==> src/rtl/cpu_pkg.sv <==
// Shared definitions for the CPU front end: opcodes, instruction field
// positions and the fetch state encoding.
package cpu_pkg;

    localparam logic [7:0] OP_ADD   = 8'h00;
    localparam logic [7:0] OP_SUB   = 8'h01;
    localparam logic [7:0] OP_AND   = 8'h02;
    localparam logic [7:0] OP_OR    = 8'h03;
    localparam logic [7:0] OP_MOV   = 8'h04;
    localparam logic [7:0] OP_LOADI = 8'h05;
    localparam logic [7:0] OP_BEQ   = 8'h06;
    localparam logic [7:0] OP_J     = 8'h07;

    localparam int OPCODE_MSB = 31;
    localparam int OPCODE_LSB = 24;
    localparam int DEST_MSB   = 23;
    localparam int DEST_LSB   = 16;
    localparam int SRC1_MSB   = 15;
    localparam int SRC1_LSB   = 8;
    localparam int SRC2_MSB   = 7;
    localparam int SRC2_LSB   = 0;

    typedef enum logic [1:0] {
        S_IDLE  = 2'd0,
        S_FETCH = 2'd1,
        S_ISSUE = 2'd2
    } fetch_state_t;

    // Signed word offset to a byte offset: sign-extend and scale by 4.
    function automatic logic [31:0] word_offset_bytes(input logic [7:0] offset);
        return {{22{offset[7]}}, offset, 2'b00};
    endfunction

endpackage

==> src/rtl/pc_next_adder.sv <==
// Next-PC computation: sequential PC+4 or the relative jump/branch target
// (PC+4 plus a signed word offset). All arithmetic wraps modulo 2^32.
module pc_next_adder
    import cpu_pkg::*;
(
    input  logic [31:0] pc,
    input  logic [7:0]  offset,
    input  logic        redirect,
    output logic [31:0] pc_next
);

    logic [31:0] pc_plus4;
    logic [31:0] target;

    // Both candidates are always computed; redirect only picks one.
    always_comb begin
        pc_plus4 = pc + 32'd4;
        target   = pc_plus4 + word_offset_bytes(offset);
        pc_next  = redirect ? target : pc_plus4;
    end

endmodule

==> src/rtl/instruction_fetch_unit.sv <==
// Instruction fetch unit: owns the PC, fetches one word at a time through a
// busywait handshake, holds it in IR and presents the decoded fields until
// the downstream stage accepts it.
//
// state   | meaning
// S_IDLE  | one cycle after reset, no request
// S_FETCH | read request at PC, waits out busywait, captures IR
// S_ISSUE | fields valid; holds while STALL, then advances PC
module instruction_fetch_unit
    import cpu_pkg::*;
#(
    parameter logic [31:0] PC_RESET = 32'h0000_0000
)
(
    input  logic        CLK,
    input  logic        RESET_N,
    output logic        IMEM_READ,
    output logic [31:0] IMEM_ADDR,
    input  logic [31:0] IMEM_READDATA,
    input  logic        IMEM_BUSYWAIT,
    input  logic        STALL,
    input  logic        JUMP,
    input  logic        BRANCH_TAKEN,
    output logic [7:0]  OPCODE,
    output logic [7:0]  DEST,
    output logic [7:0]  SRC1,
    output logic [7:0]  SRC2_IMM,
    output logic        INSTR_VALID,
    output logic [31:0] PC_OUT
);

    // Low address bits are forced to zero so a misaligned parameter
    // cannot produce a misaligned fetch.
    localparam logic [31:0] PC_INIT = {PC_RESET[31:2], 2'b00};

    fetch_state_t state;
    logic [31:0]  pc;
    logic [31:0]  ir;
    logic [31:0]  pc_next;
    logic         capture;
    logic         advance;

    // Redirect select is only meaningful in S_ISSUE; advance gates its use.
    pc_next_adder u_pc_next_adder (
        .pc       (pc),
        .offset   (ir[DEST_MSB:DEST_LSB]),
        .redirect (JUMP | BRANCH_TAKEN),
        .pc_next  (pc_next)
    );

    // Handshake qualifiers derived from the current state.
    always_comb begin
        capture = (state == S_FETCH) && !IMEM_BUSYWAIT;
        advance = (state == S_ISSUE) && !STALL;
    end

    // Fetch sequencing FSM.
    always_ff @(posedge CLK or negedge RESET_N) begin
        if (!RESET_N) begin
            state <= S_IDLE;
        end else begin
            case (state)
                S_IDLE:  state <= S_FETCH;
                S_FETCH: if (capture) state <= S_ISSUE;
                S_ISSUE: if (advance) state <= S_FETCH;
                default: state <= S_IDLE;
            endcase
        end
    end

    // Instruction register: loaded only when memory completes a read.
    always_ff @(posedge CLK or negedge RESET_N) begin
        if (!RESET_N) begin
            ir <= '0;
        end else if (capture) begin
            ir <= IMEM_READDATA;
        end
    end

    // Program counter: moves only when the issued instruction is accepted.
    always_ff @(posedge CLK or negedge RESET_N) begin
        if (!RESET_N) begin
            pc <= PC_INIT;
        end else if (advance) begin
            pc <= pc_next;
        end
    end

    // Outputs come straight from state, PC and IR so reset clears them at once.
    always_comb begin
        IMEM_READ   = (state == S_FETCH);
        IMEM_ADDR   = pc;
        INSTR_VALID = (state == S_ISSUE);
        PC_OUT      = pc;
        OPCODE      = ir[OPCODE_MSB:OPCODE_LSB];
        DEST        = ir[DEST_MSB:DEST_LSB];
        SRC1        = ir[SRC1_MSB:SRC1_LSB];
        SRC2_IMM    = ir[SRC2_MSB:SRC2_LSB];
    end

endmodule

==> config.mk <==
export PLATFORM = sky130hd
export DESIGN_NAME = instruction_fetch_unit
export DESIGN_NICKNAME = d
export VERILOG_FILES = /design/src/rtl/cpu_pkg.sv /design/src/rtl/pc_next_adder.sv /design/src/rtl/instruction_fetch_unit.sv
export SDC_FILE = /design/constraint.sdc
export NUM_CORES = 1
export LEC_CHECK = 0
export ABC_AREA = 1
export BUFFER_PORTS_ARGS = -buffer_cell sky130_fd_sc_hd__clkbuf_2
export CELL_PAD_IN_SITES_DETAIL_PLACEMENT = 1
export CELL_PAD_IN_SITES_GLOBAL_PLACEMENT = 2
export CORE_ASPECT_RATIO = 0.6
export CORE_MARGIN = 3
export CORE_UTILIZATION = 27
export CTS_CLUSTER_DIAMETER = 200
export CTS_CLUSTER_SIZE = 10
export DETAILED_ROUTE_END_ITERATION = 16
export PLACE_DENSITY = 0.81
export SETUP_SLACK_MARGIN = 0.4
export SLEW_MARGIN = 15
export SYNTH_ARGS = -nofsm -noshare
export SYNTH_HDL_FRONTEND = slang
export SYNTH_SLANG_ARGS = --single-unit
==> constraint.sdc <==
create_clock -name CLK -period 2.6 [get_ports CLK]
set_input_delay 0.52 -clock CLK [delete_from_list [all_inputs] [get_ports CLK]]
set_output_delay 0.52 -clock CLK [all_outputs]
set_load 0.005 [all_outputs]
==> results of run 1 <==
-- worst reg2reg max path, stage by stage, from the launching register on --
cell     delay [ns]
dfrtp_1        0.43
nand2_2        0.09
inv_2          0.08
buf_4          0.12
nand4_1        0.14
buf_6          0.18
nor2_4         0.10
nand3_2        0.08
and2_4         0.20
ha_4           0.28
nand2_4        0.07
inv_4          0.06
nand3_4        0.11
nor2_4         0.16
nand4_1        0.24
nand3_1        0.18
nand2_1        0.08
nand3_2        0.08
nand2_1        0.06
nand2_1        0.06
nand2_1        0.06
-- kinds of logic (layout without fill, tap and decap cells) --
logic type | after synthesis | in the layout | share of synthesized area [%]
buffers and inverters | 193 | 495 | 13.8
muxes | 31 | 31 | 5.59
AOI/OAI and AO/OA | 82 | 82 | 7.83
adders and majority gates | 38 | 38 | 7.73
DFF | 64 | 64 | 25.6
other | 1 | 4 | 0.0600
and+or+nand+nor | 532 | 532 | 36.6
xor gates and xnor gates | 17 | 17 | 2.86
-- synthesized netlist by cell type, types with 2 or more instances --
library cell | number | share of area, %
nor3_1 | 10 | 0.80
o21bai_1 | 4 | 0.48
o21a_1 | 3 | 0.36
or2_2 | 6 | 0.60
nand2_2 | 9 | 0.90
nor2_2 | 2 | 0.20
xor2_2 | 3 | 0.78
xnor2_1 | 3 | 0.42
nor2_1 | 78 | 4.7
nand3_2 | 2 | 0.32
dfrtp_1 | 64 | 26
o21ai_1 | 6 | 0.48
xor2_1 | 10 | 1.4
a21boi_2 | 4 | 0.72
nor2_4 | 7 | 1.3
nand3b_1 | 3 | 0.36
nand4_1 | 13 | 1.3
a21boi_1 | 8 | 0.96
and2_1 | 7 | 0.70
ha_1 | 37 | 7.4
a21oi_1 | 31 | 2.5
o21ai_0 | 21 | 1.7
clkbuf_1 | 8 | 0.48
buf_4 | 34 | 4.1
inv_1 | 139 | 8.3
inv_2 | 5 | 0.30
nand2_1 | 322 | 19
nand3_1 | 70 | 5.6
buf_2 | 6 | 0.48
mux2_2 | 31 | 5.6
-- stage by stage --
stage          util, %  hold WS (ns)  instances  setup TNS, ns  area (sq um)
2_1_floorplan        -         0.224        961              0          6510
3_3_place_gp      38.0         0.487       1516          -5.71          8500
3_5_place_dp      38.0         0.493       1516          -6.56          8500
4_1_cts           42.5         0.178       1547          -3.20          9510
5_1_grt           47.0         0.187       1571          -8.61         10500
6_report          47.0         0.158       1571          -5.03         10500
-- final cells by class --
cell class | instances | area [sq um] | share of cell area, %
multi-input cells | 704 | 5340 | 50.7
clock inverters | 5 | 56.3 | 0.535
clock buffers | 11 | 243 | 2.31
well taps | 308 | 385 | 3.66
repair buffers | 334 | 2320 | 22.1
inverters | 145 | 554 | 5.27
flip-flops and latches | 64 | 1620 | 15.4
-- path summary, 6_finish.rpt --
kind                                          start                        end  slack (ns)  depth (start not counted)
min in group CLK                  IMEM_READDATA[10]         ir[10]$_DFFE_PN0P_        0.40                          2
max in group asynchronous                   RESET_N   IMEM_ADDR[9]$_DFFE_PN0P_        2.05                          2
min                                         RESET_N  IMEM_ADDR[28]$_DFFE_PN0P_        0.16                          2
min reg2reg                      ir[29]$_DFFE_PN0P_         ir[29]$_DFFE_PN0P_        0.50                          1
max                        IMEM_ADDR[6]$_DFFE_PN0P_  IMEM_ADDR[22]$_DFFE_PN0P_       -0.36                         20
max reg2reg                IMEM_ADDR[6]$_DFFE_PN0P_  IMEM_ADDR[22]$_DFFE_PN0P_       -0.36                         20
-- layout by cell type (no fill, tap or decap), types with 4 or more instances in the layout --
cell and instances:
buf_12 5, mux2_2 31, dfrtp_2 10, a21boi_2 9, inv_2 26, nor2_2 26
a21oi_2 14, or2_2 5, nand3_1 48, nand4_1 13, nand2_1 234, a21oi_1 12
nand2_4 22, ha_1 6, buf_6 19, o21ai_1 15, inv_1 115, buf_4 179
conb_1 4, nor2_4 25, nor2_1 36, o21ai_0 10, clkbuf_2 130, ha_4 31
dfrtp_1 53, and2_4 5, nand2_2 74, nor3_2 4, nand3_2 21, xor2_4 10
clkbuf_16 9, a21oi_4 6
-- state kept, by name, indices dropped and copies added, names as in the netlist --
register	flops
IMEM_ADDR	30
ir	32
state	2
-- what timing repair did --
action | 4_1_cts | 5_1_grt
setup buffers | 15 | 24
endpoints found under the hold margin | 0 | 0
resized for setup | 121 | 200
endpoints found under the setup margin | 27 | 27
pin swaps | 24 | 88
-- per-layer routing --
layer  vias up  track usage, %  routed length (um)
met5         -               0                   0
met4         0            4.11                 490
met3        34            4.05                1410
met2       174            34.9               13800
met1      3733            31.7               14400
li1       3572               -                   -
==> summary.log, run 1 <==
[setup_path] peak per-stage delay on the critical path 0.43 ns
[floorplanning] total core area 22,400 sq um
[global_route] GR Overflow Total 0
[cells_and_area] antenna diode count 0
[clocking] worst-case clock buffer depth 2
[cells_and_area] fillcell total 2,791
[job] max-capacitance violation count 0
[timing] slack of the critical path -0.356 ns
[global_route] Overall Global Routing Usage 22.0%
[global_route] via count of the first global-routing pass 7,637
[global_route] wire length of the first global-routing pass 42.7 mm
[floorplanning] vertical die dimension 124 um
[drt] remaining routing DRC violations 0
[clocking] cts hold-fix bufs 0
[timing] worst slew slack as a fraction of its limit 30.7%
[synthesis] part of the Yosys area used for sequential elements 25.6%
[clocking] number of clock sinks 64
[synthesis] share of flip-flops with an asynchronous set or reset after synthesis 100%
[timing] final count of negative-setup-slack endpoints 23
[synthesis] mapped cell area 6250 sq um
[setup_path] buffers and inverters on the worst path 4
[outcome] violations in the final reports setup timing
[setup_path] critical path capture point type flip-flop
[synthesis] number of warnings printed during yosys synthesis 0
[timing] Hold Fails Final Rpt 0
[drt] drt wl/cell 19.2 um
[clocking] Clock Latency Late Sink 0.35 ns
[clocking] CTS tree done
[outcome] run status finished with violations
[timing] unrepaired setup endpoints after global routing yes
[timing] worst-margin pin slew 1.04 ns
[place] pre-CTS worst setup slack -0.464 ns
[synthesis] leading register cell type out of synthesis dfrtp_1
[floorplanning] starting density of the core 27.9%
[drt] detailed router's first-iteration violation count 419
[setup_path] most numerous cell on the critical path nand2_1
[synthesis] Unique masters post-synth 42
[setup_path] maximum fanout along the worst path 3
[global_route] number of antenna violations at the first check in global routing 0
[setup_path] cell class contributing the biggest share of worst-path delay simple AND/OR/NAND/NOR gates
[clocking] cell at the root of the clock tree clkbuf_16
[floorplanning] width of the die 202 um
[drt] count of antenna-violating nets left after detailed routing 0
[timing] final-report max-slew violation count 0
[drt] Detailed Routing Iterations Pass 1 5
[place] post-detail-place hpwl 21.4 mm
[setup_path] Worst Setup Path Type reg2reg
[setup_path] Worst EP required 2.83 ns
[timing] period utilisation layout 114%
[floorplanning] IO Pins 136
[timing] minimum clock period 2.96 ns
[global_route] pin count of the biggest net entering global routing 65
[setup_path] cells traversed along the worst timing path nand2_2 > inv_2 > buf_4 > nand4_1 > buf_6 > nor2_4 > nand3_2 > and2_4 > ha_4 > nand2_4 > inv_4 > nand3_4 > nor2_4 > nand4_1 > nand3_1 > nand2_1 > nand3_2 > nand2_1 > nand2_1 > nand2_1
[drt] Post-Route WL 30.1 mm
[synthesis] Seq cells post-synth 64
[clocking] clock buffer count from CTS 9
[min_path] min-delay worst type in2async
[setup_path] critical path launch point type flip-flop
[cells_and_area] synth-to-layout area growth 68.3%
[place] Port Buffer Count 131
[clocking] CTS H-Tree Depth 3
[cells_and_area] layout cells sized above 1 55.2%
[setup_path] critical-path cell with the highest stage delay dfrtp_1
[floorplanning] floorplan row count 42
[timing] worst-case clock skew 0.0120 ns
[place] Placer Congestion 0.893
[drt] total via count after detailed routing 7,513
[floorplanning] Die Outline Area 25,100 sq um
[setup_path] worst path arrival time 3.19 ns
[drt] detailed-route vias per instance 4.78
[synthesis] average size of a mapped cell 6.52 sq um
[clocking] Clock Pin Slew Worst Setup and Hold Paths 0.07 ns
[synthesis] number of enable flip-flop cells after synthesis 0
[synthesis] Synth Instances 958
[timing] highest achievable clock rate 338 MHz
[cells_and_area] nets 1,334
Power of run 1 is not shown: default switching activity piles up to over one toggle a cycle in this logic, so the estimate is an artifact.
==> run 2: changes to the inputs <==
CORE_ASPECT_RATIO = 1.1   (was 0.6)
GPL_TIMING_DRIVEN = 0   (was not set)
==> run 2 against run 1 <==
Net effect: the run still ends with setup timing left; non-clock buffer count shrank 50; register-to-register slack lost 0.03 ns; utilization grew 0.14 points; maximum frequency shrank 0.88%; clock skew grew 0.0080 ns; highest routed layer unchanged; worst hold slack lost 0.038 ns; sequential share of layout area grew 0.10 points; first-iteration DRC count shrank 18%; critical path depth grew 1; sequential cell count is the same; largest cell class unchanged; cell area grew 0.32%; final cell count shrank 4.0%.
==> summary.log, run 2 (synthesized netlist as in run 1, its figures left out) <==
[outcome] run status finished with violations
[outcome] violations in the final reports setup timing
[setup_path] minimum setup slack among reg-to-reg paths -0.38 ns [-0.03 ns]
[cells_and_area] fillcell total 2,739 [-1.9%]
[clocking] Clock Pin Slew Worst Setup and Hold Paths 0.08 ns [about the same]
[cells_and_area] footprint of the flip-flops and latches 1630 sq um [+1.0%]
[setup_path] Worst Setup Path Type reg2reg
[cells_and_area] most common cell after layout, fill and taps aside nand2_1
[timing] Hold Fails Final Rpt 0 [unchanged]
[cells_and_area] synth-to-layout area growth 68.8%
[drt] total via count after detailed routing 7,499 [-0.19%]
[clocking] worst-case clock buffer depth 2 [unchanged]
[floorplanning] starting density of the core 27.9% [about the same]
[setup_path] number of cell instances on the worst register-to-register path 21 [+5.0%]
[timing] hold slack 0.119 ns [-0.0383 ns]
[setup_path] critical path launch point type flip-flop
[place] area post-placement 7550 sq um [-11%]
[cells_and_area] multi-input logic area 5750 sq um [+7.6%]
[setup_path] Reg-to-Reg Start IMEM_ADDR[9]$_DFFE_PN0P_
[global_route] number of antenna violations at the first check in global routing 0 [unchanged]
[floorplanning] floorplan row count 57 [+36%]
[drt] detailed router's first-iteration violation count 344 [-18%]
[place] Port Buffer Count 131 [unchanged]
[clocking] Clock Latency Late Sink 0.36 ns [about the same]
[clocking] clock buffer count from CTS 9 [unchanged]
[clocking] cts hold-fix bufs 0 [unchanged]
[place] cell count after placement 1,388 [-8.4%]
[timing] final-report max-slew violation count 0 [unchanged]
[cells_and_area] max FFs per register 32 [unchanged]
[cells_and_area] antenna diode count 0 [unchanged]
[timing] worst-margin pin slew 0.768 ns [-0.270 ns]
[global_route] GR Overflow Total 0 [unchanged]
[setup_path] worst path arrival time 3.26 ns [+0.07 ns]
[drt] remaining routing DRC violations 0 [unchanged]
[cells_and_area] most used cells in the layout excluding fill and tap cells nand2_1 (216), clkbuf_2 (131), buf_4 (111)
[floorplanning] total core area 22,400 sq um [about the same]
[cells_and_area] final design area excluding fillers 10,600 sq um [+0.32%]
[clocking] cell at the root of the clock tree clkbuf_16
[timing] worst-case clock skew 0.0200 ns [+0.00798 ns]
[timing] slack of the critical path -0.383 ns [-0.0261 ns]
[drt] Post-Route WL 30.1 mm [+0.18%]
[clocking] CTS tree done
[drt] Detailed Routing Iterations Pass 1 4 [-1]
[cells_and_area] nets 1,284 [-3.7%]
[floorplanning] vertical die dimension 166 um [+34%]
[timing] final count of negative-setup-slack endpoints 21 [-8.7%]
[drt] drt wl/cell 20.0 um [+4.4%]
[clocking] number of clock sinks 64 [unchanged]
[cells_and_area] Most flops, register ir
[global_route] pin count of the biggest net entering global routing 39 [-40%]
[floorplanning] Die Outline Area 25,000 sq um [-0.23%]
[timing] unrepaired setup endpoints after global routing yes
[timing] period utilisation layout 115% [+1.0 points]
[setup_path] critical path capture point type flip-flop
[setup_path] maximum fanout along the worst path 6 [+3]
[place] post-detail-place hpwl 19.8 mm [-7.5%]
[cells_and_area] layout cells sized above 1 58.7% [+3.5 points]
[timing] minimum clock period 2.98 ns [+0.0261 ns]
[setup_path] R2R Path End IMEM_ADDR[22]$_DFFE_PN0P_
[place] Placer Congestion 0.832 [-6.8%]
[global_route] via count of the first global-routing pass 7,928 [+3.8%]
[timing] worst slew slack as a fraction of its limit 48.8% [+18 points]
[clocking] CTS H-Tree Depth 3 [unchanged]
[global_route] Overall Global Routing Usage 22.6% [+0.56 points]
[min_path] min-delay worst type in2async
[floorplanning] IO Pins 136 [unchanged]
[cells_and_area] number of standard cells in the final layout excluding fillers 1,508 [-4.0%]
[global_route] wire length of the first global-routing pass 43.2 mm [+1.2%]
[timing] highest achievable clock rate 335 MHz [-0.88%]
[drt] count of antenna-violating nets left after detailed routing 0 [unchanged]
[job] max-capacitance violation count 0 [unchanged]
[drt] detailed-route vias per instance 4.97 [+4.0%]
[floorplanning] width of the die 151 um [-25%]
[setup_path] Worst EP required 2.87 ns [+0.04 ns]
[setup_path] worst setup path start IMEM_ADDR[9]$_DFFE_PN0P_
[run 2: routing by layer]
layer | routed length [um] | global-route usage, %
met5 | 0 | 0
met4 | 1270 | 9.77
met3 | 1310 | 2.67
met2 | 15400 | 40.1
met1 | 12200 | 27.4
[run 2: worst max-delay path by stage]
stage	slack, ns	end
floorplan	0.27	IMEM_ADDR[11]$_DFFE_PN0P_
global placement	-0.69	IMEM_ADDR[30]$_DFFE_PN0P_
detailed placement	-0.71	IMEM_ADDR[30]$_DFFE_PN0P_
CTS	-0.21	IMEM_ADDR[28]$_DFFE_PN0P_
global route	-0.48	IMEM_ADDR[22]$_DFFE_PN0P_
finish	-0.38	IMEM_ADDR[22]$_DFFE_PN0P_
[run 2: critical path, stage by stage (launching register included)]
cell,delay (ns)
dfrtp_2,0.45
buf_6,0.12
buf_6,0.10
nand2_4,0.05
nor2_4,0.19
buf_12,0.14
nand2_8,0.07
nor2_4,0.16
xor2_4,0.22
ha_4,0.27
buf_4,0.15
nand3_4,0.12
inv_2,0.04
nand2_2,0.08
nand2_4,0.07
inv_2,0.06
nand3_1,0.07
nand2_1,0.08
nand3_2,0.11
nand2_2,0.13
nand2_2,0.06
nand2_1,0.13
[run 2: repair_timing]
action | in CTS | in global routing
gates resized for setup | 270 | 187
endpoints found under the setup margin | 28 | 28
pin swaps | 90 | 117
buffers inserted | 70 | 34
[run 2: metrics by stage]
stage | setup WS, ns | TNS (ns) | util [%]
after floorplan | 0.267 | 0 | -
after global placement | -0.690 | -11.00 | 33.6
after detailed placement | -0.713 | -11.68 | 33.7
after CTS | -0.209 | -1.63 | 42.9
after global routing | -0.478 | -7.44 | 47.1
final | -0.383 | -4.74 | 47.1
[run 2: final cells by class]
cell class / instances / share of cell area, %
plain buffers: 48 / 3.00
clock buffers: 10 / 2.26
clock inverters: 6 / 0.640
inverters: 145 / 5.45
multi-input cells: 704 / 54.5
flip-flops and latches: 64 / 15.5
well taps: 295 / 3.50
repair buffers: 236 / 15.2
Power of run 2 is left out for the same reason.
==> run 3: changes to the inputs <==
--- a/config.mk
+++ b/config.mk
@@ -9,8 +9,8 @@
 export BUFFER_PORTS_ARGS = -buffer_cell sky130_fd_sc_hd__clkbuf_2
 export CELL_PAD_IN_SITES_DETAIL_PLACEMENT = 1
-export CELL_PAD_IN_SITES_GLOBAL_PLACEMENT = 2
+export CELL_PAD_IN_SITES_GLOBAL_PLACEMENT = 1
 export CORE_ASPECT_RATIO = 1.1
 export CORE_MARGIN = 3
-export CORE_UTILIZATION = 27
+export CORE_UTILIZATION = 35
 export CTS_CLUSTER_DIAMETER = 200
 export CTS_CLUSTER_SIZE = 10
==> constraint.sdc (replaced) <==
create_clock -name CLK -period 2.6 [get_ports CLK]
set_input_delay 0 -clock CLK [delete_from_list [all_inputs] [get_ports CLK]]
set_output_delay 0 -clock CLK [all_outputs]
set_load 0.005 [all_outputs]
==> run 3 against run 2 <==
Net effect: the flow still finishes with violations (setup timing); first-iteration DRC count rose to 3.8 times the previous value; worst hold slack improved by 0.067 ns; final cell count fell by 2.5%; global-route usage rose by 14 points; non-clock buffer count rose by 24; sequential cell count did not move; critical path depth fell by 2; die area fell by 22%; wire length rose by 58%; count of clock-buffer cells in the layout fell by 1.
==> summary.log, run 3 (synthesized netlist as in run 1, its figures left out) <==
[setup_path] Worst EP required 2.83 ns [-0.04 ns]
[cells_and_area] nets 1,308 [+1.9%]
[clocking] Clock Pin Slew Worst Setup and Hold Paths 0.07 ns [about the same]
[floorplanning] starting density of the core 36.2% [+8.3 points]
[setup_path] worst path arrival time 3.98 ns [+0.72 ns]
[floorplanning] floorplan row count 50 [-12%]
[global_route] via count of the first global-routing pass 9,272 [+17%]
[drt] remaining routing DRC violations 0 [unchanged]
[setup_path] minimum setup slack among reg-to-reg paths -1.15 ns [-0.77 ns]
[drt] Post-Route WL 47.8 mm [+58%]
[clocking] Clock Latency Late Sink 0.37 ns [about the same]
[floorplanning] IO Pins 136 [unchanged]
[cells_and_area] antenna diode count 0 [unchanged]
[job] max-capacitance violation count 0 [unchanged]
[setup_path] maximum fanout along the worst path 7 [+1]
[drt] total via count after detailed routing 9,391 [+25%]
[timing] worst-margin pin slew 1.19 ns [+0.419 ns]
[timing] worst slew slack as a fraction of its limit 20.6% [-28 points]
[drt] drt wl/cell 32.5 um [+62%]
[timing] minimum clock period 3.75 ns [+0.769 ns]
[floorplanning] vertical die dimension 146 um [-12%]
[drt] Detailed Routing Iterations Pass 1 6 [+2]
[timing] period utilisation layout 144% [+30 points]
[place] post-detail-place hpwl 18.8 mm [-5.4%]
[timing] final count of negative-setup-slack endpoints 26 [+24%]
[clocking] clock buffer count from CTS 9 [unchanged]
[place] pre-CTS worst setup slack -0.592 ns [+0.121 ns]
[floorplanning] width of the die 133 um [-12%]
[drt] detailed-route vias per instance 6.38 [+28%]
[global_route] GR Overflow Total 0 [unchanged]
[cells_and_area] synth-to-layout area growth 74.9%
[timing] Hold Fails Final Rpt 0 [unchanged]
[global_route] wire length of the first global-routing pass 55.3 mm [+28%]
[clocking] cell at the root of the clock tree clkbuf_16
[drt] detailed router's first-iteration violation count 1,304 [+280%]
[min_path] min-delay worst type in2async
[timing] unrepaired setup endpoints after global routing yes
[timing] slack of the critical path -1.15 ns [-0.769 ns]
[cells_and_area] max FFs per register 32 [unchanged]
[setup_path] R2R Path End IMEM_ADDR[31]$_DFFE_PN0P_
[setup_path] number of cell instances on the worst register-to-register path 19 [-9.5%]
[drt] count of antenna-violating nets left after detailed routing 0 [unchanged]
[timing] worst-case clock skew 0.0274 ns [+0.00738 ns]
[clocking] number of clock sinks 64 [unchanged]
[floorplanning] Die Outline Area 19,500 sq um [-22%]
[outcome] violations in the final reports setup timing
[cells_and_area] Most flops, register ir
[timing] final-report max-slew violation count 0 [unchanged]
[place] Port Buffer Count 131 [unchanged]
[cells_and_area] layout cells sized above 1 58.9% [+0.15 points]
[cells_and_area] most used cells in the layout excluding fill and tap cells nand2_1 (201), clkbuf_2 (131), buf_4 (107)
[clocking] CTS tree done
[setup_path] Reg-to-Reg Start IMEM_ADDR[26]$_DFFE_PN0P_
[clocking] worst-case clock buffer depth 2 [unchanged]
[global_route] Overall Global Routing Usage 36.8% [+14 points]
[setup_path] critical path capture point type flip-flop
[clocking] CTS H-Tree Depth 3 [unchanged]
[setup_path] critical path launch point type flip-flop
[timing] highest achievable clock rate 267 MHz [-20%]
[cells_and_area] most common cell after layout, fill and taps aside nand2_1
[setup_path] Worst Setup Path Type reg2reg
[place] Placer Congestion 0.879 [+5.6%]
[floorplanning] total core area 17,300 sq um [-23%]
[global_route] number of antenna violations at the first check in global routing 2 [+2]
[global_route] pin count of the biggest net entering global routing 41 [+5.1%]
[outcome] run status finished with violations
## run 3: cell type report
class / count / area [sq um]
Clock buffer: 9 / 225
Timing Repair Buffer: 260 / 1810
Clock inverter: 7 / 125
Sequential cell: 64 / 1640
Buffer: 48 / 317
Fill cell: 2047 / 6340
Tap cell: 234 / 293
Multi-Input combinational cell: 704 / 5950
Inverter: 145 / 581
## run 3: layer usage
layer | global-route usage [%] | up-vias | wire length, um
li1 | - | 3518 | -
met1 | 40.5 | 4504 | 16100
met2 | 63.9 | 954 | 21100
met3 | 6.62 | 411 | 5560
met4 | 25.8 | 4 | 4900
met5 | 0 | - | 41
## run 3: what timing repair did
item	4_1_cts	5_1_grt
endpoints found under the setup margin	27	28
gates cloned	0	0
gates resized for setup	284	216
pin swaps	105	101
setup buffers	53	39
hold buffers	36	0
hold endpoints to repair	98	0
## run 3: critical path, cell delays in order, from the launching register on
cell and delay (ns):
dfrtp_1 0.53, nand2_1 0.18, nor2_1 0.41, nand2_1 0.30, nor2_1 0.26, nand3_1 0.14
nand2_1 0.16, inv_1 0.13, ha_4 0.33, inv_1 0.09, nor3_4 0.24, nand2_1 0.14
inv_1 0.09, nand2_2 0.06, nand2_2 0.08, a21oi_2 0.06, nand2_1 0.09, nand3_1 0.09
nand2_1 0.15, nand2_1 0.08
## run 3: per-stage QoR
stage | std cells | hold WS [ns] | TNS, ns | utilization, % | cell area (sq um)
global route | 1471 | 0.221 | -13.98 | 63.3 | 10900
finish | 1471 | 0.187 | -14.40 | 63.3 | 10900
global placement | 1326 | 0.224 | -8.48 | 43.2 | 7460
floorplan | 961 | -0.296 | 0 | - | 6510
detailed placement | 1327 | -0.0293 | -9.40 | 43.3 | 7480
CTS | 1432 | 0.154 | -1.26 | 56.8 | 9810
## run 3: worst max-delay path by stage
stage                                         start                         to  slack [ns]  cells past startpoint
after CTS                 IMEM_ADDR[13]$_DFFE_PN0P_  IMEM_ADDR[28]$_DFFE_PN0P_       -0.16                     19
after global routing      IMEM_ADDR[26]$_DFFE_PN0P_  IMEM_ADDR[31]$_DFFE_PN0P_       -1.14                     18
after detailed placement  IMEM_ADDR[12]$_DFFE_PN0P_  IMEM_ADDR[15]$_DFFE_PN0P_       -0.59                     16
after floorplan            IMEM_ADDR[2]$_DFFE_PN0P_  IMEM_ADDR[11]$_DFFE_PN0P_        0.27                     17
final                     IMEM_ADDR[26]$_DFFE_PN0P_  IMEM_ADDR[31]$_DFFE_PN0P_       -1.15                     19
after global placement    IMEM_ADDR[12]$_DFFE_PN0P_  IMEM_ADDR[15]$_DFFE_PN0P_       -0.56                     16
Power of run 3 is left out for the same reason.
